--- src/rtl/bcd_pkg.sv ---
// Shared types, constants and constant functions for the BCD converter.
package bcd_pkg;

  localparam logic [3:0] BCD_NINE = 4'h9;

  typedef logic [3:0] bcd_digit_t;

  // 10^n, wide enough for n up to 8 digits with plenty of margin.
  function automatic logic [63:0] pow10(input int unsigned n);
    logic [63:0] r;
    r = 64'd1;
    for (int unsigned i = 0; i < n; i++) begin
      r = r * 64'd10;
    end
    return r;
  endfunction

  // Ceiling log2; returns 0 for x <= 1.
  function automatic int unsigned clog2(input int unsigned x);
    int unsigned r;
    r = 0;
    while ((64'd1 << r) < 64'(x)) begin
      r++;
    end
    return r;
  endfunction

endpackage

--- src/rtl/bcd_add3.sv ---
// Per-digit shift-and-add-3 correction: digits of 5 or more get +3 before the shift.
module bcd_add3
  import bcd_pkg::*;
(
  input  bcd_digit_t digit_i,
  output bcd_digit_t digit_o
);

  assign digit_o = (digit_i >= 4'd5) ? digit_i + 4'd3 : digit_i;

endmodule

--- src/rtl/bcd_seq_conv.sv ---
// Iterative binary-to-BCD converter with start/busy/done handshake, overflow
// saturation to all nines and a leading-zero blank mask.
module bcd_seq_conv
  import bcd_pkg::*;
#(
  parameter int unsigned WIDTH  = 14,
  parameter int unsigned DIGITS = 4
) (
  input  logic                  clk_i,
  input  logic                  rst_ni,
  input  logic                  start_i,
  input  logic [WIDTH-1:0]      value_i,
  output logic                  busy_o,
  output logic                  done_o,
  output logic [4*DIGITS-1:0]   digits_o,
  output logic [DIGITS-1:0]     blank_o,
  output logic                  overflow_o
);

  localparam int unsigned    SW        = 4 * DIGITS;
  localparam int unsigned    CntW      = clog2(WIDTH + 1);
  localparam logic [63:0]    OvfThresh = pow10(DIGITS);
  localparam logic [DIGITS-1:0] BlankRst = ~DIGITS'(1);
  localparam logic [SW-1:0]  AllNines  = {DIGITS{BCD_NINE}};

  localparam logic [0:0] StIdle = 1'b0;
  localparam logic [0:0] StConv = 1'b1;

  logic [0:0]        state_q, state_d;
  logic [WIDTH-1:0]  bin_q, bin_d;
  logic [SW-1:0]     scr_q, scr_d;
  logic [CntW-1:0]   cnt_q, cnt_d;
  logic              ovf_flag_q, ovf_flag_d;
  logic              busy_q, busy_d;
  logic              done_q, done_d;
  logic [SW-1:0]     digits_q, digits_d;
  logic [DIGITS-1:0] blank_q, blank_d;
  logic              overflow_q, overflow_d;

  logic [SW-1:0]     corr;
  logic [SW-1:0]     scr_shift;
  logic [DIGITS-1:0] blank_calc;
  logic              unused_corr_msb;

  for (genvar g = 0; g < DIGITS; g++) begin : g_add3
    bcd_add3 u_add3 (
      .digit_i (scr_q[4*g +: 4]),
      .digit_o (corr[4*g +: 4])
    );
  end

  // Top bit of the corrected scratch is shifted out and dropped.
  assign scr_shift       = {corr[SW-2:0], bin_q[WIDTH-1]};
  assign unused_corr_msb = corr[SW-1];

  // Leading-zero mask of the post-shift scratch; digit 0 is never blanked.
  always_comb begin
    logic all_zero;
    blank_calc = '0;
    all_zero   = 1'b1;
    for (int i = int'(DIGITS) - 1; i >= 1; i--) begin
      all_zero      = all_zero & (scr_shift[4*i +: 4] == 4'd0);
      blank_calc[i] = all_zero;
    end
  end

  // FSM next state, datapath iteration and registered result.
  always_comb begin
    state_d    = state_q;
    bin_d      = bin_q;
    scr_d      = scr_q;
    cnt_d      = cnt_q;
    ovf_flag_d = ovf_flag_q;
    done_d     = 1'b0;
    digits_d   = digits_q;
    blank_d    = blank_q;
    overflow_d = overflow_q;
    case (state_q)
      StIdle: begin
        if (start_i) begin
          bin_d      = value_i;
          scr_d      = '0;
          ovf_flag_d = (64'(value_i) >= OvfThresh);
          cnt_d      = CntW'(WIDTH);
          state_d    = StConv;
        end
      end
      StConv: begin
        scr_d = scr_shift;
        bin_d = bin_q << 1;
        cnt_d = cnt_q - CntW'(1);
        if (cnt_q == CntW'(1)) begin
          state_d    = StIdle;
          done_d     = 1'b1;
          overflow_d = ovf_flag_q;
          digits_d   = ovf_flag_q ? AllNines : scr_shift;
          blank_d    = ovf_flag_q ? '0 : blank_calc;
        end
      end
      default: state_d = StIdle;
    endcase
    busy_d = (state_d == StConv);
  end

  // State and output registers with asynchronous active-low reset.
  always_ff @(posedge clk_i or negedge rst_ni) begin
    if (!rst_ni) begin
      state_q    <= StIdle;
      bin_q      <= '0;
      scr_q      <= '0;
      cnt_q      <= '0;
      ovf_flag_q <= 1'b0;
      busy_q     <= 1'b0;
      done_q     <= 1'b0;
      digits_q   <= '0;
      blank_q    <= BlankRst;
      overflow_q <= 1'b0;
    end else begin
      state_q    <= state_d;
      bin_q      <= bin_d;
      scr_q      <= scr_d;
      cnt_q      <= cnt_d;
      ovf_flag_q <= ovf_flag_d;
      busy_q     <= busy_d;
      done_q     <= done_d;
      digits_q   <= digits_d;
      blank_q    <= blank_d;
      overflow_q <= overflow_d;
    end
  end

  assign busy_o     = busy_q;
  assign done_o     = done_q;
  assign digits_o   = digits_q;
  assign blank_o    = blank_q;
  assign overflow_o = overflow_q;

endmodule

--- config.mk ---
export PLATFORM = sky130hd
export DESIGN_NAME = bcd_seq_conv
export DESIGN_NICKNAME = d
export VERILOG_FILES = /design/src/rtl/bcd_pkg.sv /design/src/rtl/bcd_add3.sv /design/src/rtl/bcd_seq_conv.sv
export SDC_FILE = /design/constraint.sdc
export NUM_CORES = 1
export LEC_CHECK = 0
export BUFFER_PORTS_ARGS = -buffer_cell sky130_fd_sc_hd__buf_2
export CORE_MARGIN = 4
export CORE_UTILIZATION = 53
export CTS_BUF_LIST = sky130_fd_sc_hd__clkbuf_8
export CTS_CLUSTER_SIZE = 8
export DETAILED_ROUTE_END_ITERATION = 7
export PLACE_DENSITY_LB_ADDON = 0.05
export SYNTH_ARGS = -nofsm -noshare
export SYNTH_HDL_FRONTEND = slang
export SYNTH_SLANG_ARGS = --single-unit
--- constraint.sdc ---
create_clock -name clk_i -period 2.53 [get_ports clk_i]
set_input_delay 0.3795 -clock clk_i [delete_from_list [all_inputs] [get_ports clk_i]]
set_output_delay 0.3795 -clock clk_i [all_outputs]
set_load 0.02 [all_outputs]
==> impl_metrics.yaml, run 1 <==
status:
  status: "finished, final reports clean"
die:
  die_h_um: 80.77
  coreArea_um2: 5107
  start_util_pct: 54.95
  fp-row-count: 26
  dieArea_um2: 6523
  io_pins: 40
  die_w_um: 80.77
detailed_routing:
  drc_errors: 0
  wl_um: 5569
  vias: 2005
  vias_per_cell: 5.262
  first_pass_iters: 4
  wl_per_cell_um: 14.62
  ant_nets: 0
  detail_route.iter0.violations: 134
sta:
  grt_setup_unrepaired: "false"
  fin_crit_sh_pct: 87.14
  slew_violations: 0
  setup_viol: 0
  fin_worst_skew_ns: 0.009424
  tns_ns: 0
  maxSlewHeadroom_pct: 45.09
  fin_hold_ws_ns: 0.04853
  tightest_slew_ns: 0.8236
  hold_viol: 0
  timing.fmax_mhz: 453.6
  finalCriticalPeriod_ns: 2.205
yosys:
  yosys-top-cells-area: "dfrtp_1 (48%), mux2i_1 (8.2%), ha_1 (4.5%), nand2_1 (4.1%), o21ai_0 (3.7%)"
  ys_ff_latch: 57
  yosysTopAreaCell: "dfrtp_1"
  avgSynthCellArea_um2: 10.43
  ys_seq_area_share_pct: 50.96
  synth_common_cells: "dfrtp_1 (54), nand2_1 (31), mux2i_1 (23), o21ai_0 (21), a21oi_1 (20)"
  synth.most_common_cell: "dfrtp_1"
  synth_area_um2: 2806
  ys.warnings.count: 0
  async_reset_ff_share_pct: 100.0
  syn-num-nets: 296
  ys.flop_type: "dfrtp_1"
  yosys.cell_types.count: 33
  synth_top_area_share_pct: 48.15
  syn_inst: 269
  synth-edff-count: 0
clock_tree:
  cts_resized: 0
  clk_latency_ns: 0.34
  cts-root-buf: "clkbuf_8"
  cts_sinks: 57
  cts.reportedPaths.clkPinSlew_ns: 0.06
  cts_buffer_depth: 2
  postCtsSetupRepairBufs: 0
  cts-buffers-inserted: 9
  tritoncts: "yes"
  cts_htree_levels: 3
  ctsHoldBuffers: 0
setup_path:
  required_ns: 2.81
  r2r_cells: 7
  worst_path_largest_cell_delay_ns: 0.40
  arrival_ns: 2.49
  crit_start: "cnt_q[1]"
  crit_fanout: 16
  crit-reg2reg-launch: "cnt_q[1]"
  critPathLaunchType: "flop"
  critPathCapture: "blank_o[1]"
  slowest_stage: "nor2_8"
  r2r_setup_slack_ns: 0.33
  cp-end-kind: "flop"
  crit_chain: "inv_1 -> ha_1 -> nand4bb_1 -> nor2_8 -> nand4b_4 -> a2111oi_4 -> a32o_1"
  r2r_end: "blank_o[1]"
  criticalPathCategory: "reg -> reg"
placement:
  gp_congestion: 0.7679
  dp_hpwl_um: 3703
  io_buffers: 38
  placed_area_um2: 3052
layout:
  area_delta_synth_final_pct: 15.47
  fin_area_um2: 3241
  utilization_pct: 63.45
  nets: 333
  antenna_cells: 0
  drive_gt1_share_pct: 19.94
run:
  cap_violations: 0
worst_hold_path:
  min_path_type: "in -> async"
global_route:
  overflow: 0
  antenna_found_initial: 0
  grt_pass1_wl_um: 9591
  grt_max_degree: 65
  grt_pass1_vias: 1968
  track_usage_pct: 19.49
power:
  finalPower_mw: 4.275
  pwr_density_cell_nw_per_um2: 1319
  ir_drop_uv: 723.2
  total_leakage_power_nw: 1.593
[state kept, by name, indices dropped and copies added, names as in the netlist]
name        cells
digits_o       16
scr_q          16
bin_q          14
cnt_q           4
blank_o         3
busy_o          1
done_o          1
overflow_o      1
ovf_flag_q      1
[final cells by class]
class | instances | area (µm²)
fillers | 448 | 1867
flip-flops and latches | 57 | 1431
clock buffers | 10 | 137.6
well taps | 70 | 87.58
multi-input cells | 186 | 1266
clock inverters | 6 | 51.30
repair buffers | 41 | 225.2
inverters | 11 | 41.29
[logic make-up after synthesis]
group,share of synthesized area [%]
simple gates,15.65
compound gates,14.80
flops,50.96
buf+inv,3.923
mux,8.203
fa+ha+maj,4.458
xor+xnor,1.872
other cells,0.1336
[per-stage QoR]
step,std cells,setup WS (ns)
5_1_grt,381,0.1479
6_report,381,0.3253
3_3_place_gp,365,0.4251
2_1_floorplan,269,0.7693
4_1_cts,381,0.3173
3_5_place_dp,365,0.3236
[how the worst min path moves through the flow]
stage / from / end / slack, ns / cells after the start
floorplan: rst_ni / bin_q[0] / 0.08 / 0
global placement: rst_ni / done_o / 0.42 / 1
detailed placement: rst_ni / done_o / 0.43 / 1
CTS: rst_ni / digits_o[11] / 0.06 / 1
global route: rst_ni / scr_q[11] / 0.08 / 1
finish: rst_ni / done_o / 0.05 / 1
[cell usage in the layout, fill, tap and decap left out, types with 2 or more instances in the layout]
cell / instances
dfrtp_1: 53
buf_2: 38
nand2_1: 31
mux2i_1: 23
o21ai_0: 21
a21oi_1: 20
nand2b_1: 15
inv_1: 13
nor2_1: 13
ha_1: 10
clkbuf_8: 10
nor3b_1: 9
o31ai_1: 8
a22o_1: 8
xnor2_1: 6
a21o_1: 4
nor3_1: 4
dfstp_2: 3
nand3_1: 2
nand3b_1: 2
clkinv_2: 2
buf_4: 2
[per-layer routing]
layer	part of all wire, %	track usage (%)
met1	48	26.52
met2	46	29.14
met3	4.0	4.545
met4	2.3	10.14
met5	0	0
[worst max-delay path, delay by kind of cell (launching register included)]
kind | cells | cell delay, ns
AND/OR/NAND/NOR | 3 | 0.93
adder cells (fa/ha/maj) | 1 | 0.16
AO/OA/AOI/OAI | 2 | 0.58
flip-flops | 1 | 0.38
buffers and inverters | 1 | 0.10
[report_power, final]
group          internal [mW]  total, mW  switching (mW)
Clock                  0.467      0.814           0.347
Sequential              1.31       1.59           0.277
Combinational          0.766       1.87            1.11
Note: power is estimated with default switching activity, not from simulation.
==> run 2, diff against run 1 <==
--- a/config.mk
+++ b/config.mk
@@ -11,7 +11,7 @@
 export CTS_BUF_LIST = sky130_fd_sc_hd__clkbuf_8
 export CTS_CLUSTER_SIZE = 8
 export DETAILED_ROUTE_END_ITERATION = 7
-export PLACE_DENSITY_LB_ADDON = 0.05
+export PLACE_DENSITY = 0.75
 export SYNTH_ARGS = -nofsm -noshare
 export SYNTH_HDL_FRONTEND = slang
 export SYNTH_SLANG_ARGS = --single-unit
==> impl_metrics.yaml, run 2 (synthesis results as in run 1) <==
layout:
  utilization_pct: 63.55
  antenna_cells: 0
  nFillCells: 443
  register_area_um2: 1431
  multi_input_area_um2: 1266
  nets: 334
  final_common_cell: "dfrtp_1"
  drive_gt1_share_pct: 20.51
  layout.cells.non_filler: 382
  fin_area_um2: 3246
  layout_common_cells: "dfrtp_1 (53), buf_2 (38), nand2_1 (31)"
  area_delta_synth_final_pct: 15.65
detailed_routing:
  wl_met2_um: 2627
  ant_nets: 0
  wl_um: 5592
  drc_errors: 0
  top_layer: "met4"
  wl_met1_um: 2610
  vias: 2045
  first_pass_iters: 6
  detail_route.iter0.violations: 155
  wl_per_cell_um: 14.64
  vias_per_cell: 5.353
  wl_met3_um: 284
setup_path:
  cp-end-kind: "flop"
  r2r_end: "blank_o[1]"
  crit_start: "cnt_q[1]"
  critPathCapture: "blank_o[1]"
  slowest_stage: "dfrtp_1"
  crit_chain: "inv_1 -> ha_1 -> nand4bb_1 -> nor2_8 -> nand4b_4 -> a2111oi_4 -> a32o_1"
  crit-reg2reg-launch: "cnt_q[1]"
  r2r_cells: 7
  r2r_setup_slack_ns: 0.55
  required_ns: 2.80
  crit_fanout: 16
  critPathLaunchType: "flop"
  criticalPathCategory: "reg -> reg"
  arrival_ns: 2.25
  worst_path_largest_cell_delay_ns: 0.38
power:
  finalPower_mw: 4.298
  p_comb_share_pct: 43.3
  total_leakage_power_nw: 1.596
  switchingPower_mw: 1.724
  pwr-share-seq_pct: 37.1
  pwr_density_cell_nw_per_um2: 1324
  ir_drop_uv: 548.4
  p_int_mw: 2.574
  swShare_pct: 40.11
  clkPwrFrac_pct: 19.6
global_route:
  grt_pass1_vias: 2076
  overflow: 0
  track_usage_pct: 19.78
  antenna_found_initial: 0
  grt_pass1_wl_um: 9756
  grt_max_degree: 65
die:
  start_util_pct: 54.95
  io_pins: 40
  dieArea_um2: 6523
  die_w_um: 80.77
  die_h_um: 80.77
  fp-row-count: 26
  coreArea_um2: 5107
clock_tree:
  cts.reportedPaths.clkPinSlew_ns: 0.07
  clk_latency_ns: 0.34
  cts_htree_levels: 3
  cts_buffer_depth: 2
  postCtsSetupRepairBufs: 0
  cts_resized: 0
  tritoncts: "yes"
  cts-root-buf: "clkbuf_8"
  cts-buffers-inserted: 9
  cts_sinks: 57
  ctsHoldBuffers: 0
sta:
  slew_violations: 0
  finalCriticalPeriod_ns: 1.981
  tns_ns: 0
  setup_viol: 0
  maxSlewHeadroom_pct: 38.43
  fin_crit_sh_pct: 78.30
  hold_viol: 0
  postLayoutSetupSlackWorst_ns: 0.5490
  fin_hold_ws_ns: 0.1768
  fin_worst_skew_ns: 0.01364
  grt_setup_unrepaired: "false"
  tightest_slew_ns: 0.9235
  timing.fmax_mhz: 504.8
placement:
  place_ws_ns: 0.5551
  placed_area_um2: 3047
  gp_congestion: 0.8037
  dp_hpwl_um: 3732
  io_buffers: 38
  dpl.cell_count: 366
worst_hold_path:
  min_path_type: "in -> async"
status:
  status: "finished, final reports clean"
run:
  cap_violations: 0
-- run 2: worst min path at each step --
stage	from	slack, ns	endpoint
floorplan	rst_ni	0.08	bin_q[0]
global placement	blank_o[3]	0.45	blank_o[3]
detailed placement	blank_o[3]	0.45	blank_o[3]
CTS	rst_ni	0.20	digits_o[5]
global route	rst_ni	0.25	digits_o[5]
finish	rst_ni	0.18	digits_o[5]
-- run 2: worst max-delay path: cells and delay by family, from the launching register on --
kind	cells	cell delay [ns]
buffers and inverters	1	0.09
AND/OR/NAND/NOR	3	0.71
AO/OA/AOI/OAI	2	0.58
flip-flops	1	0.38
adder cells (fa/ha/maj)	1	0.15
-- run 2: final cells by class --
cell class	count	area share (%)
clock buffer	11	4.665
clock inverter	5	1.465
inverter	11	1.272
multi-input combinational	186	39.01
sequential	57	44.10
tap	70	2.699
timing repair buffer	42	6.785
-- run 2: power by group through the flow --
stage | logic (mW) | clock network (mW) | registers (mW)
3_3_place_gp | 1.82 | 0 | 1.59
2_1_floorplan | 1.27 | 0 | 1.73
6_report | 1.86 | 0.843 | 1.59
3_5_place_dp | 1.87 | 0 | 1.61
4_1_cts | 1.88 | 0.867 | 1.59
5_1_grt | 2.11 | 0.913 | 1.65
-- run 2: per-layer routing --
layer  global-route usage, %  vias to the layer above
met4                   7.095                        0
met1                   26.50                      987
li1                        -                     1009
met3                   5.654                        7
met2                   30.79                       42
met5                       0                        -
==> run 3, diff against run 2 <==
--- a/config.mk
+++ b/config.mk
@@ -11,7 +11,7 @@
 export CTS_BUF_LIST = sky130_fd_sc_hd__clkbuf_8
 export CTS_CLUSTER_SIZE = 8
 export DETAILED_ROUTE_END_ITERATION = 7
-export PLACE_DENSITY = 0.75
+export PLACE_DENSITY = 0.78
 export SYNTH_ARGS = -nofsm -noshare
 export SYNTH_HDL_FRONTEND = slang
 export SYNTH_SLANG_ARGS = --single-unit
==> constraint.sdc (replaced) <==
create_clock -name clk_i -period 1.68 [get_ports clk_i]
set_input_delay 0.252 -clock clk_i [delete_from_list [all_inputs] [get_ports clk_i]]
set_output_delay 0.252 -clock clk_i [all_outputs]
set_load 0.02 [all_outputs]
==> impl_metrics.yaml, run 3 (synthesis results as in run 1) <==
power:
  p_comb_share_pct: 49.9
  p_int_mw: 4.605
  pwr-share-seq_pct: 32.2
  finalPower_mw: 7.610
  swShare_pct: 39.49
  total_leakage_power_nw: 1.728
  ir_drop_uv: 823.1
  clkPwrFrac_pct: 17.9
  pwr_density_cell_nw_per_um2: 2092
  switchingPower_mw: 3.005
sta:
  hold_viol: 0
  slew_violations: 0
  grt_setup_unrepaired: "true"
  postLayoutSetupSlackWorst_ns: -0.1249
  fin_crit_sh_pct: 107.4
  finalCriticalPeriod_ns: 1.805
  fin_worst_skew_ns: 0.009022
  timing.fmax_mhz: 554.1
  setup_viol: 2
run:
  cap_violations: 0
layout:
  area_delta_synth_final_pct: 29.65
  drive_gt1_share_pct: 34.73
  layout_common_cells: "dfrtp_1 (51), buf_2 (38), nand2_1 (31)"
  nets: 357
  final_common_cell: "dfrtp_1"
  nFillCells: 366
  antenna_cells: 0
  layout.cells.non_filler: 404
  utilization_pct: 71.24
setup_path:
  criticalPathCategory: "reg -> reg"
  critPathLaunchType: "flop"
  worst_path_largest_cell_delay_ns: 0.38
  crit_fanout: 4
  cp-end-kind: "flop"
  arrival_ns: 2.07
  required_ns: 1.95
  r2r_setup_slack_ns: -0.12
  crit_chain: "inv_2 -> ha_4 -> nand2b_4 -> nor3b_4 -> nand3b_1 -> a2111oi_4 -> a32o_1"
  slowest_stage: "dfrtp_1"
global_route:
  grt_max_degree: 65
  grt_pass1_vias: 2244
  antenna_found_initial: 0
  grt_pass1_wl_um: 10340
  overflow: 0
  track_usage_pct: 21.26
die:
  io_pins: 40
  coreArea_um2: 5107
  dieArea_um2: 6523
  die_h_um: 80.77
  die_w_um: 80.77
  start_util_pct: 54.95
  fp-row-count: 26
clock_tree:
  tritoncts: "yes"
  cts.reportedPaths.clkPinSlew_ns: 0.07
  cts-buffers-inserted: 9
  cts-root-buf: "clkbuf_8"
  cts_buffer_depth: 2
  cts_htree_levels: 3
  cts_sinks: 57
  clk_latency_ns: 0.34
status:
  failed_checks: "setup timing"
  status: "finished with violations"
detailed_routing:
  wl_um: 6294
  first_pass_iters: 4
  drc_errors: 0
  detail_route.iter0.violations: 73
  ant_nets: 0
  wl_per_cell_um: 15.58
  vias: 2188
  vias_per_cell: 5.416
placement:
  place_ws_ns: -0.08888
  dpl.cell_count: 383
  gp_congestion: 0.8256
  dp_hpwl_um: 3882
  io_buffers: 38
worst_hold_path:
  min_path_type: "in -> reg"
-- run 3: layer usage --
layer  global-route usage [%]  wire (µm)  vias to the layer above
li1                         -          -                     1059
met1                    25.18       2699                     1062
met2                    35.02       3113                       50
met3                    6.430        321                       17
met4                    10.98        160                        0
met5                        0          0                        -
-- run 3: area by class of cell --
class                      instances  area [µm²]  share of cell area [%]
sequential                        57        1434                   39.41
timing repair buffer              65       427.9                   11.76
clock buffer                      13       178.9                   4.917
clock inverter                     2       35.03                  0.9629
tap                               70       87.58                   2.407
inverter                          11       41.29                   1.135
multi-input combinational        186        1434                   39.41
-- run 3: power by group through the flow --
stage	registers [mW]	clock network [mW]	logic, mW
after CTS	2.41	1.39	3.38
after detailed placement	2.41	0	3.28
final	2.45	1.36	3.80
after global placement	2.38	0	3.18
after floorplan	2.62	0	1.97
after global routing	2.53	1.45	4.20
-- run 3: path summary, 6_finish.rpt --
path | endpoint | from | depth (start not counted)
worst max-delay path | blank_o[1] | scr_q[5] | 7
worst min-delay path | bin_q[0] | value_i[0] | 3
worst max register to register | blank_o[1] | scr_q[5] | 7
worst min register to register | blank_o[3] | blank_o[3] | 2
max in group asynchronous | blank_o[1] | rst_ni | 3
min in group asynchronous | digits_o[6] | rst_ni | 3
-- run 3: worst max-delay path: cells and delay by family (launching register included) --
family                     cells  cell delay (ns)
AOI/OAI and AO/OA              2             0.61
adders and majority gates      1             0.16
buffers and inverters          1             0.09
DFF                            1             0.38
and+or+nand+nor                3             0.51
-- run 3: timing repair --
item                                    4_1_cts  5_1_grt
endpoints found under the setup margin        3       13
hold buffers                                  1        0
endpoints found under the hold margin        54        0
pin swaps                                     2        7
buffers inserted                              1        4
resized for setup                             6       27
-- run 3: metrics by stage --
stage	hold slack [ns]	setup TNS [ns]	instance area [µm²]
after floorplan	-0.04359	0	2839
after global placement	0.2763	-0.008590	3231
after detailed placement	0.2766	-0.08888	3231
after CTS	0.1645	-0.07496	3486
after global routing	0.1714	-0.4771	3638
final	0.1768	-0.1521	3638
